[src/rtl/hs32_mem_pkg.sv]
// hs32_mem_pkg: shared types and constants for the HS32 two-port memory arbiter.
//   state_t       arbiter FSM state (IDLE / BUSY / DONE)
//   port_t        requester id; PORT_F = instruction fetch, PORT_D = load/store
//   bus_req_t     latched bus request (address, write data, direction)
//   TIMEOUT_DATA  read data returned when a bus cycle times out
package hs32_mem_pkg;

    localparam int unsigned AW = 32;
    localparam int unsigned DW = 32;

    typedef enum logic [1:0] {
        IDLE = 2'd0,
        BUSY = 2'd1,
        DONE = 2'd2
    } state_t;

    typedef logic port_t;

    localparam port_t PORT_F = 1'b0;
    localparam port_t PORT_D = 1'b1;

    localparam logic [DW-1:0] TIMEOUT_DATA = 32'hFFFF_FFFF;

    typedef struct packed {
        logic [AW-1:0] addr;
        logic [DW-1:0] dtw;
        logic          rw;
    } bus_req_t;

endpackage

[src/rtl/hs32_mem_arbiter_if.sv]
// hs32_mem_arbiter_if: strobe/acknowledge external memory bus.
//   mem_addr  bus address             (master -> slave)
//   mem_dtw   bus write data          (master -> slave)
//   mem_rw    1 = write, 0 = read     (master -> slave)
//   mem_stb   bus cycle active        (master -> slave)
//   mem_dtr   bus read data           (slave -> master)
//   mem_ack   bus cycle complete      (slave -> master)
interface hs32_mem_arbiter_if;
    import hs32_mem_pkg::*;

    logic [AW-1:0] mem_addr;
    logic [DW-1:0] mem_dtw;
    logic          mem_rw;
    logic          mem_stb;
    logic [DW-1:0] mem_dtr;
    logic          mem_ack;

    modport master (
        output mem_addr,
        output mem_dtw,
        output mem_rw,
        output mem_stb,
        input  mem_dtr,
        input  mem_ack
    );

    modport slave (
        input  mem_addr,
        input  mem_dtw,
        input  mem_rw,
        input  mem_stb,
        output mem_dtr,
        output mem_ack
    );

endinterface

[src/rtl/hs32_mem_wdt.sv]
// hs32_mem_wdt: bus-cycle watchdog.
//   clk, rst  clock and synchronous active-high reset
//   clear     restart the count from zero
//   enable    count one cycle of an outstanding bus cycle
//   expired   registered; high once TIMEOUT enabled cycles have elapsed since clear
module hs32_mem_wdt #(
    parameter int unsigned TIMEOUT = 255,
    parameter int unsigned TW      = 8
) (
    input  logic clk,
    input  logic rst,
    input  logic clear,
    input  logic enable,
    output logic expired
);

    logic [TW-1:0] cnt;
    logic          expired_q;

    // Count freezes once expired so the flag stays up until the next clear.
    always_ff @(posedge clk) begin
        if (rst || clear) begin
            cnt       <= '0;
            expired_q <= 1'b0;
        end else if (enable && !expired_q) begin
            cnt       <= cnt + TW'(1);
            expired_q <= ((cnt + TW'(1)) == TW'(TIMEOUT));
        end
    end

    assign expired = expired_q;

endmodule

[src/rtl/hs32_mem_arbiter.sv]
// hs32_mem_arbiter: two-port (fetch F / load-store D) arbiter onto one
// strobe/acknowledge memory bus, with fair alternation, flush kill of fetch
// responses and a bus-cycle timeout.
//   clk, rst          clock, synchronous active-high reset
//   flush             pipeline flush; kills an in-flight fetch response
//   f_addr, f_reqm    fetch request (read only)
//   f_dtr, f_ackm     fetch read data, one-cycle done pulse
//   d_addr, d_dtw,
//   d_rw, d_reqm      load/store request
//   d_dtr, d_ackm,
//   d_err             load data, one-cycle done pulse, timeout flag
//   mem               memory bus master port
module hs32_mem_arbiter
    import hs32_mem_pkg::*;
#(
    parameter int unsigned TIMEOUT = 255,
    parameter int unsigned TW      = 8
) (
    input  logic                      clk,
    input  logic                      rst,
    input  logic                      flush,
    input  logic [AW-1:0]             f_addr,
    input  logic                      f_reqm,
    output logic [DW-1:0]             f_dtr,
    output logic                      f_ackm,
    input  logic [AW-1:0]             d_addr,
    input  logic [DW-1:0]             d_dtw,
    input  logic                      d_rw,
    input  logic                      d_reqm,
    output logic [DW-1:0]             d_dtr,
    output logic                      d_ackm,
    output logic                      d_err,
    hs32_mem_arbiter_if.master        mem
);

    state_t        state_q, state_d;
    port_t         owner_q, owner_d;
    port_t         last_q, last_d;
    logic          killed_q, killed_d;
    logic          tmo_q, tmo_d;
    bus_req_t      req_q, req_d;
    logic          stb_q, stb_d;
    logic [DW-1:0] f_dtr_q, f_dtr_d;
    logic          f_ackm_q, f_ackm_d;
    logic [DW-1:0] d_dtr_q, d_dtr_d;
    logic          d_ackm_q, d_ackm_d;

    logic          f_elig;
    logic          grant_f;
    logic          grant_d;
    logic          finish;
    logic          resp_tmo;
    logic [DW-1:0] resp_data;
    logic          wdt_clear;
    logic          wdt_enable;
    logic          wdt_expired;

    hs32_mem_wdt #(
        .TIMEOUT (TIMEOUT),
        .TW      (TW)
    ) u_wdt (
        .clk     (clk),
        .rst     (rst),
        .clear   (wdt_clear),
        .enable  (wdt_enable),
        .expired (wdt_expired)
    );

    // Fair grant: a lone eligible request wins; under contention the port
    // that was not granted last goes next. Flush masks fetch eligibility.
    always_comb begin
        f_elig  = f_reqm && !flush;
        grant_d = d_reqm && (!f_elig || (last_q == PORT_F));
        grant_f = f_elig && (!d_reqm || (last_q == PORT_D));
    end

    // State register and all registered outputs.
    always_ff @(posedge clk) begin
        if (rst) begin
            state_q  <= IDLE;
            owner_q  <= PORT_F;
            last_q   <= PORT_F;
            killed_q <= 1'b0;
            tmo_q    <= 1'b0;
            req_q    <= '0;
            stb_q    <= 1'b0;
            f_dtr_q  <= '0;
            f_ackm_q <= 1'b0;
            d_dtr_q  <= '0;
            d_ackm_q <= 1'b0;
        end else begin
            state_q  <= state_d;
            owner_q  <= owner_d;
            last_q   <= last_d;
            killed_q <= killed_d;
            tmo_q    <= tmo_d;
            req_q    <= req_d;
            stb_q    <= stb_d;
            f_dtr_q  <= f_dtr_d;
            f_ackm_q <= f_ackm_d;
            d_dtr_q  <= d_dtr_d;
            d_ackm_q <= d_ackm_d;
        end
    end

    // Next-state and next-output logic.
    always_comb begin
        state_d    = state_q;
        owner_d    = owner_q;
        last_d     = last_q;
        killed_d   = killed_q;
        tmo_d      = tmo_q;
        req_d      = req_q;
        stb_d      = stb_q;
        f_dtr_d    = f_dtr_q;
        f_ackm_d   = 1'b0;
        d_dtr_d    = d_dtr_q;
        d_ackm_d   = 1'b0;
        wdt_clear  = 1'b1;
        wdt_enable = 1'b0;
        finish     = 1'b0;
        resp_tmo   = 1'b0;
        resp_data  = mem.mem_dtr;

        unique case (state_q)
            IDLE: begin
                killed_d = 1'b0;
                tmo_d    = 1'b0;
                if (grant_f || grant_d) begin
                    owner_d    = grant_d ? PORT_D : PORT_F;
                    last_d     = grant_d ? PORT_D : PORT_F;
                    req_d.addr = grant_d ? d_addr : f_addr;
                    req_d.rw   = grant_d && d_rw;
                    req_d.dtw  = (grant_d && d_rw) ? d_dtw : '0;
                    stb_d      = 1'b1;
                    state_d    = BUSY;
                end
            end

            BUSY: begin
                wdt_clear  = 1'b0;
                wdt_enable = 1'b1;
                if ((owner_q == PORT_F) && flush) begin
                    killed_d = 1'b1;
                end
                // An ack in the expiry cycle still counts as a normal completion.
                if (mem.mem_ack) begin
                    finish = 1'b1;
                end else if (wdt_expired) begin
                    finish    = 1'b1;
                    resp_tmo  = 1'b1;
                    resp_data = TIMEOUT_DATA;
                end
                if (finish) begin
                    stb_d   = 1'b0;
                    state_d = DONE;
                    if (owner_q == PORT_F) begin
                        // A flush in this very cycle kills the response too.
                        if (!(killed_q || flush)) begin
                            f_ackm_d = 1'b1;
                            f_dtr_d  = resp_data;
                        end
                    end else begin
                        d_ackm_d = 1'b1;
                        d_dtr_d  = resp_data;
                        // tmo drives d_err directly, so only D timeouts raise it.
                        tmo_d    = resp_tmo;
                    end
                end
            end

            DONE: begin
                tmo_d   = 1'b0;
                state_d = IDLE;
            end

            default: begin
                state_d = IDLE;
            end
        endcase
    end

    assign f_dtr        = f_dtr_q;
    assign f_ackm       = f_ackm_q;
    assign d_dtr        = d_dtr_q;
    assign d_ackm       = d_ackm_q;
    assign d_err        = tmo_q;
    assign mem.mem_addr = req_q.addr;
    assign mem.mem_dtw  = req_q.dtw;
    assign mem.mem_rw   = req_q.rw;
    assign mem.mem_stb  = stb_q;

endmodule

[src/flat_wrapper.sv]
// flat-port wrapper written by rule: the top's interface ports become plain ports
module hs32_mem_arbiter_flat import hs32_mem_pkg::*;
#(
    parameter int unsigned TIMEOUT = 255,
    parameter int unsigned TW      = 8
)
  (clk, rst, flush, f_addr, f_reqm, f_dtr, f_ackm, d_addr, d_dtw, d_rw, d_reqm, d_dtr, d_ackm, d_err, mem_mem_addr, mem_mem_dtw, mem_mem_rw, mem_mem_stb, mem_mem_dtr, mem_mem_ack);
  hs32_mem_arbiter_if mem_i ();
  input  logic clk;
  input  logic rst;
  input  logic flush;
  input  logic [AW-1:0] f_addr;
  input  logic f_reqm;
  output logic [DW-1:0] f_dtr;
  output logic f_ackm;
  input  logic [AW-1:0] d_addr;
  input  logic [DW-1:0] d_dtw;
  input  logic d_rw;
  input  logic d_reqm;
  output logic [DW-1:0] d_dtr;
  output logic d_ackm;
  output logic d_err;
  output wire logic [$bits(mem_i.mem_addr)-1:0] mem_mem_addr;
  output wire logic [$bits(mem_i.mem_dtw)-1:0] mem_mem_dtw;
  output wire logic [$bits(mem_i.mem_rw)-1:0] mem_mem_rw;
  output wire logic [$bits(mem_i.mem_stb)-1:0] mem_mem_stb;
  input wire logic [$bits(mem_i.mem_dtr)-1:0] mem_mem_dtr;
  input wire logic [$bits(mem_i.mem_ack)-1:0] mem_mem_ack;
  assign mem_mem_addr = mem_i.mem_addr;
  assign mem_mem_dtw = mem_i.mem_dtw;
  assign mem_mem_rw = mem_i.mem_rw;
  assign mem_mem_stb = mem_i.mem_stb;
  assign mem_i.mem_dtr = mem_mem_dtr;
  assign mem_i.mem_ack = mem_mem_ack;
  hs32_mem_arbiter #(.TIMEOUT(TIMEOUT), .TW(TW)) u_core (.clk(clk), .rst(rst), .flush(flush), .f_addr(f_addr), .f_reqm(f_reqm), .f_dtr(f_dtr), .f_ackm(f_ackm), .d_addr(d_addr), .d_dtw(d_dtw), .d_rw(d_rw), .d_reqm(d_reqm), .d_dtr(d_dtr), .d_ackm(d_ackm), .d_err(d_err), .mem(mem_i));
endmodule
[config.mk]
export PLATFORM = sky130hd
export DESIGN_NAME = hs32_mem_arbiter_flat
export DESIGN_NICKNAME = d
export VERILOG_FILES = /design/src/rtl/hs32_mem_pkg.sv /design/src/rtl/hs32_mem_arbiter_if.sv /design/src/rtl/hs32_mem_wdt.sv /design/src/rtl/hs32_mem_arbiter.sv /design/src/flat_wrapper.sv
export SDC_FILE = /design/constraint.sdc
export NUM_CORES = 1
export LEC_CHECK = 0
export ABC_AREA = 1
export BUFFER_PORTS_ARGS = -buffer_cell sky130_fd_sc_hd__buf_2
export CORE_MARGIN = 1
export CORE_UTILIZATION = 35
export CTS_BUF_LIST = sky130_fd_sc_hd__clkbuf_4 sky130_fd_sc_hd__clkbuf_8 sky130_fd_sc_hd__clkbuf_16
export CTS_CLUSTER_SIZE = 40
export DETAILED_ROUTE_END_ITERATION = 16
export PLACE_DENSITY_LB_ADDON = 0.12
export SLEW_MARGIN = 15
export SYNTH_ARGS = -nofsm -noshare
export SYNTH_HDL_FRONTEND = slang
export SYNTH_SLANG_ARGS = --single-unit
[constraint.sdc]
create_clock -name clk -period 3.4 [get_ports clk]
set_input_delay 0.85 -clock clk [delete_from_list [all_inputs] [get_ports clk]]
set_output_delay 0.85 -clock clk [all_outputs]
set_load 0.05 [all_outputs]
==> impl_metrics.yaml <==
placement:
  gp_congestion: 0.7905
  io_buffers: 267
  dp_hpwl_um: 11810
  place_inst: 1198
worst_setup_path:
  crit_type: "reg2reg"
  cp_max_fo: 34
  worstPathBufferInverterCount: 1
  path_cells: "buf_4 > nand2_2 > o211ai_1 > a21oi_1"
  critPathCaptureType: "flop"
  cp_slowest_stage_delay_ps: 750
  cpMaxStageDelayCell: "dfxtp_1"
  cp_top_family: "flip-flops"
  required_ps: 3680
  critPathLaunchType: "flop"
  arrival_ps: 2440
sta:
  post-route-period-util_pct: 63.42
  worst_slew_pin_slew_ps: 748.8
  finClkSkew_ps: 7.191
  setup_viol: 0
  slew_violations: 0
  hold_slack_ps: 440.0
  max_freq_mhz: 463.8
  rsz0062_at_grt: "no"
  relSlewSlack_pct: 49.96
  period_needed_ps: 2156
  hold_viol: 0
  setup_tns_ps: 0
grt:
  antenna_found_initial: 2
  grt_use_total_pct: 19.85
  grt_pass1_wl_um: 27140
  grt_pass1_vias: 5344
  grt_max_degree: 69
  overflow: 0
power:
  power.total_mw: 4.585
  leakage_nw: 3.899
  p_per_area_mw_per_mm2: 577.0
  irDropWorstVdd_uv: 326.5
clocking:
  ctsHoldBuffers: 0
  clk_pin_slew_ps: 60
  cts_setup_buffers: 0
  clock_sinks: 146
  numCtsBuffers: 17
  cts_tree: "built"
  clk_latency_ps: 420
  h-tree-depth: 4
  post_cts_resized: 0
  clock_tree.root_cell: "clkbuf_16"
  clockBufferDepth: 2
logic_synthesis:
  syn_area_mm2: 0.005891
  yosys.area_share.simple_pct: 26.06
  yosys.cell_types.count: 27
  ys.warnings.count: 0
  async_flop_share_pct: 0
  ys_ff_latch: 146
  synth-compound-area-share_pct: 15.70
  syn_inst: 756
  synthMuxAreaShare_pct: 0
  synth_top_family_by_area: "simple AND/OR/NAND/NOR gates"
  synth_xor_area_share_pct: 0
  ys.flop_type: "dfxtp_1"
  synth_edf_count: 0
  ys_seq_area_share_pct: 49.62
  avgSynthCellArea_um2: 7.792
  synth_fp_nets: 893
  synthAdderAreaFrac_pct: 0.4248
run_status:
  status: "finished clean"
floorplanning:
  die_h_um: 131.7
  rows: 47
  pin_count: 268
  core_mm2: 0.01652
  start_util_pct: 35.65
  die_width_um: 131.7
  die-area_mm2: 0.01735
routing:
  dr.pass1.iters: 5
  drcViolationCount: 0
  via_per_inst: 4.763
  routed_wl_um: 17260
  drt_iter0_markers: 283
  antenna_left: 0
  vias: 5868
  avgRoutedWirePerCell_um: 14.01
final_layout:
  finalNonFillerCells: 1232
  final_cell_mix: "buf_2 (267), dfxtp_1 (146), nand2_1 (118)"
  syn2layout_area_growth_pct: 34.88
  fin_util_pct: 48.08
  fillers: 1712
  final_common_cell: "buf_2"
  nets: 1134
  drive_gt1_share_pct: 35.25
flow_run:
  cap_violations: 0
worst_hold_path:
  hp-class: "reg2reg"
path summary, 6_finish.rpt:
check,from,end,slack [ps],cells past startpoint
setup reg to reg,u_core.owner_q,u_core.d_err,1240,4
setup / recovery,u_core.owner_q,u_core.d_err,1240,4
hold reg to reg,u_core.d_err,u_core.d_err,440,2
hold / removal,u_core.d_err,u_core.d_err,440,2
sequential cells by signal (all words and copies together) (netlist names), 2 cells and up:
| name | flops |
|---|---|
| u_core.mem.mem_addr | 32 |
| u_core.mem.mem_dtw | 32 |
| u_core.f_dtr | 32 |
| u_core.state_q | 2 |
| u_core.u_wdt.cnt | 8 |
| u_core.d_dtr | 32 |
logic make-up (layout without fill, tap and decap cells):
| group | after synthesis | after routing |
|---|---|---|
| buffers and inverters | 110 | 364 |
| adder cells (fa/ha/maj) | 2 | 2 |
| other | 0 | 2 |
| AND/OR/NAND/NOR | 348 | 348 |
| flip-flops | 146 | 146 |
| AO/OA/AOI/OAI | 150 | 150 |
worst min-delay path, delay by kind of cell (launching register included):
family | cells | cell delay [ps]
flip-flops | 1 | 300
AO/OA/AOI/OAI | 1 | 50
buffers and inverters | 1 | 40
through the flow:
stage / area, µm² / setup WS, ps
after floorplan: 5891 / 1624
after global placement: 7310 / 940.1
after detailed placement: 7310 / 919.2
after CTS: 7940 / 1186
after global routing: 7945 / 1058
final: 7945 / 1244
metal layers:
layer / vias up / GRT usage (%) / part of all wire (%)
li1: 2980 / - / -
met1: 2658 / 24.63 / 44
met4: 0 / 8.850 / 1.5
met5: - / 0 / 0
met3: 15 / 5.882 / 7.3
met2: 215 / 31.83 / 47
power breakdown:
group	total, mW	internal, mW	leakage [nW]	switching [mW]
Clock	2.00	1.25	0.303	0.740
Combinational	0.747	0.212	2.41	0.534
Sequential	1.84	1.79	1.19	0.0479
Total	4.58	3.26	3.90	1.32
synth_stat cells (all sizes together), types with 2 or more instances:
cell type  number  area share [%]
o21ai          39             3.3
clkbuf         22             1.4
a21oi          41             3.5
nand2         122             8.0
nand4           3            0.32
nand3          73             6.2
a22oi          32             4.1
inv            56             3.6
ha              2            0.42
o211ai         36             4.6
dfxtp         146              50
nor2          115             7.8
or2            32             3.4
nor3            2            0.17
buf            32             3.2
final cells by class:
class                      count  area [µm²]  share of cell area (%)
timing repair buffer         276        1416                   17.83
clock buffer                  19       446.7                   5.622
antenna                        2       5.005                 0.06299
sequential                   146        2923                   36.79
tap                          220       275.3                   3.465
multi-input combinational    500        2485                   31.28
inverter                      56       210.2                   2.646
clock inverter                13       183.9                   2.315
(Power assumes the default switching activity.)
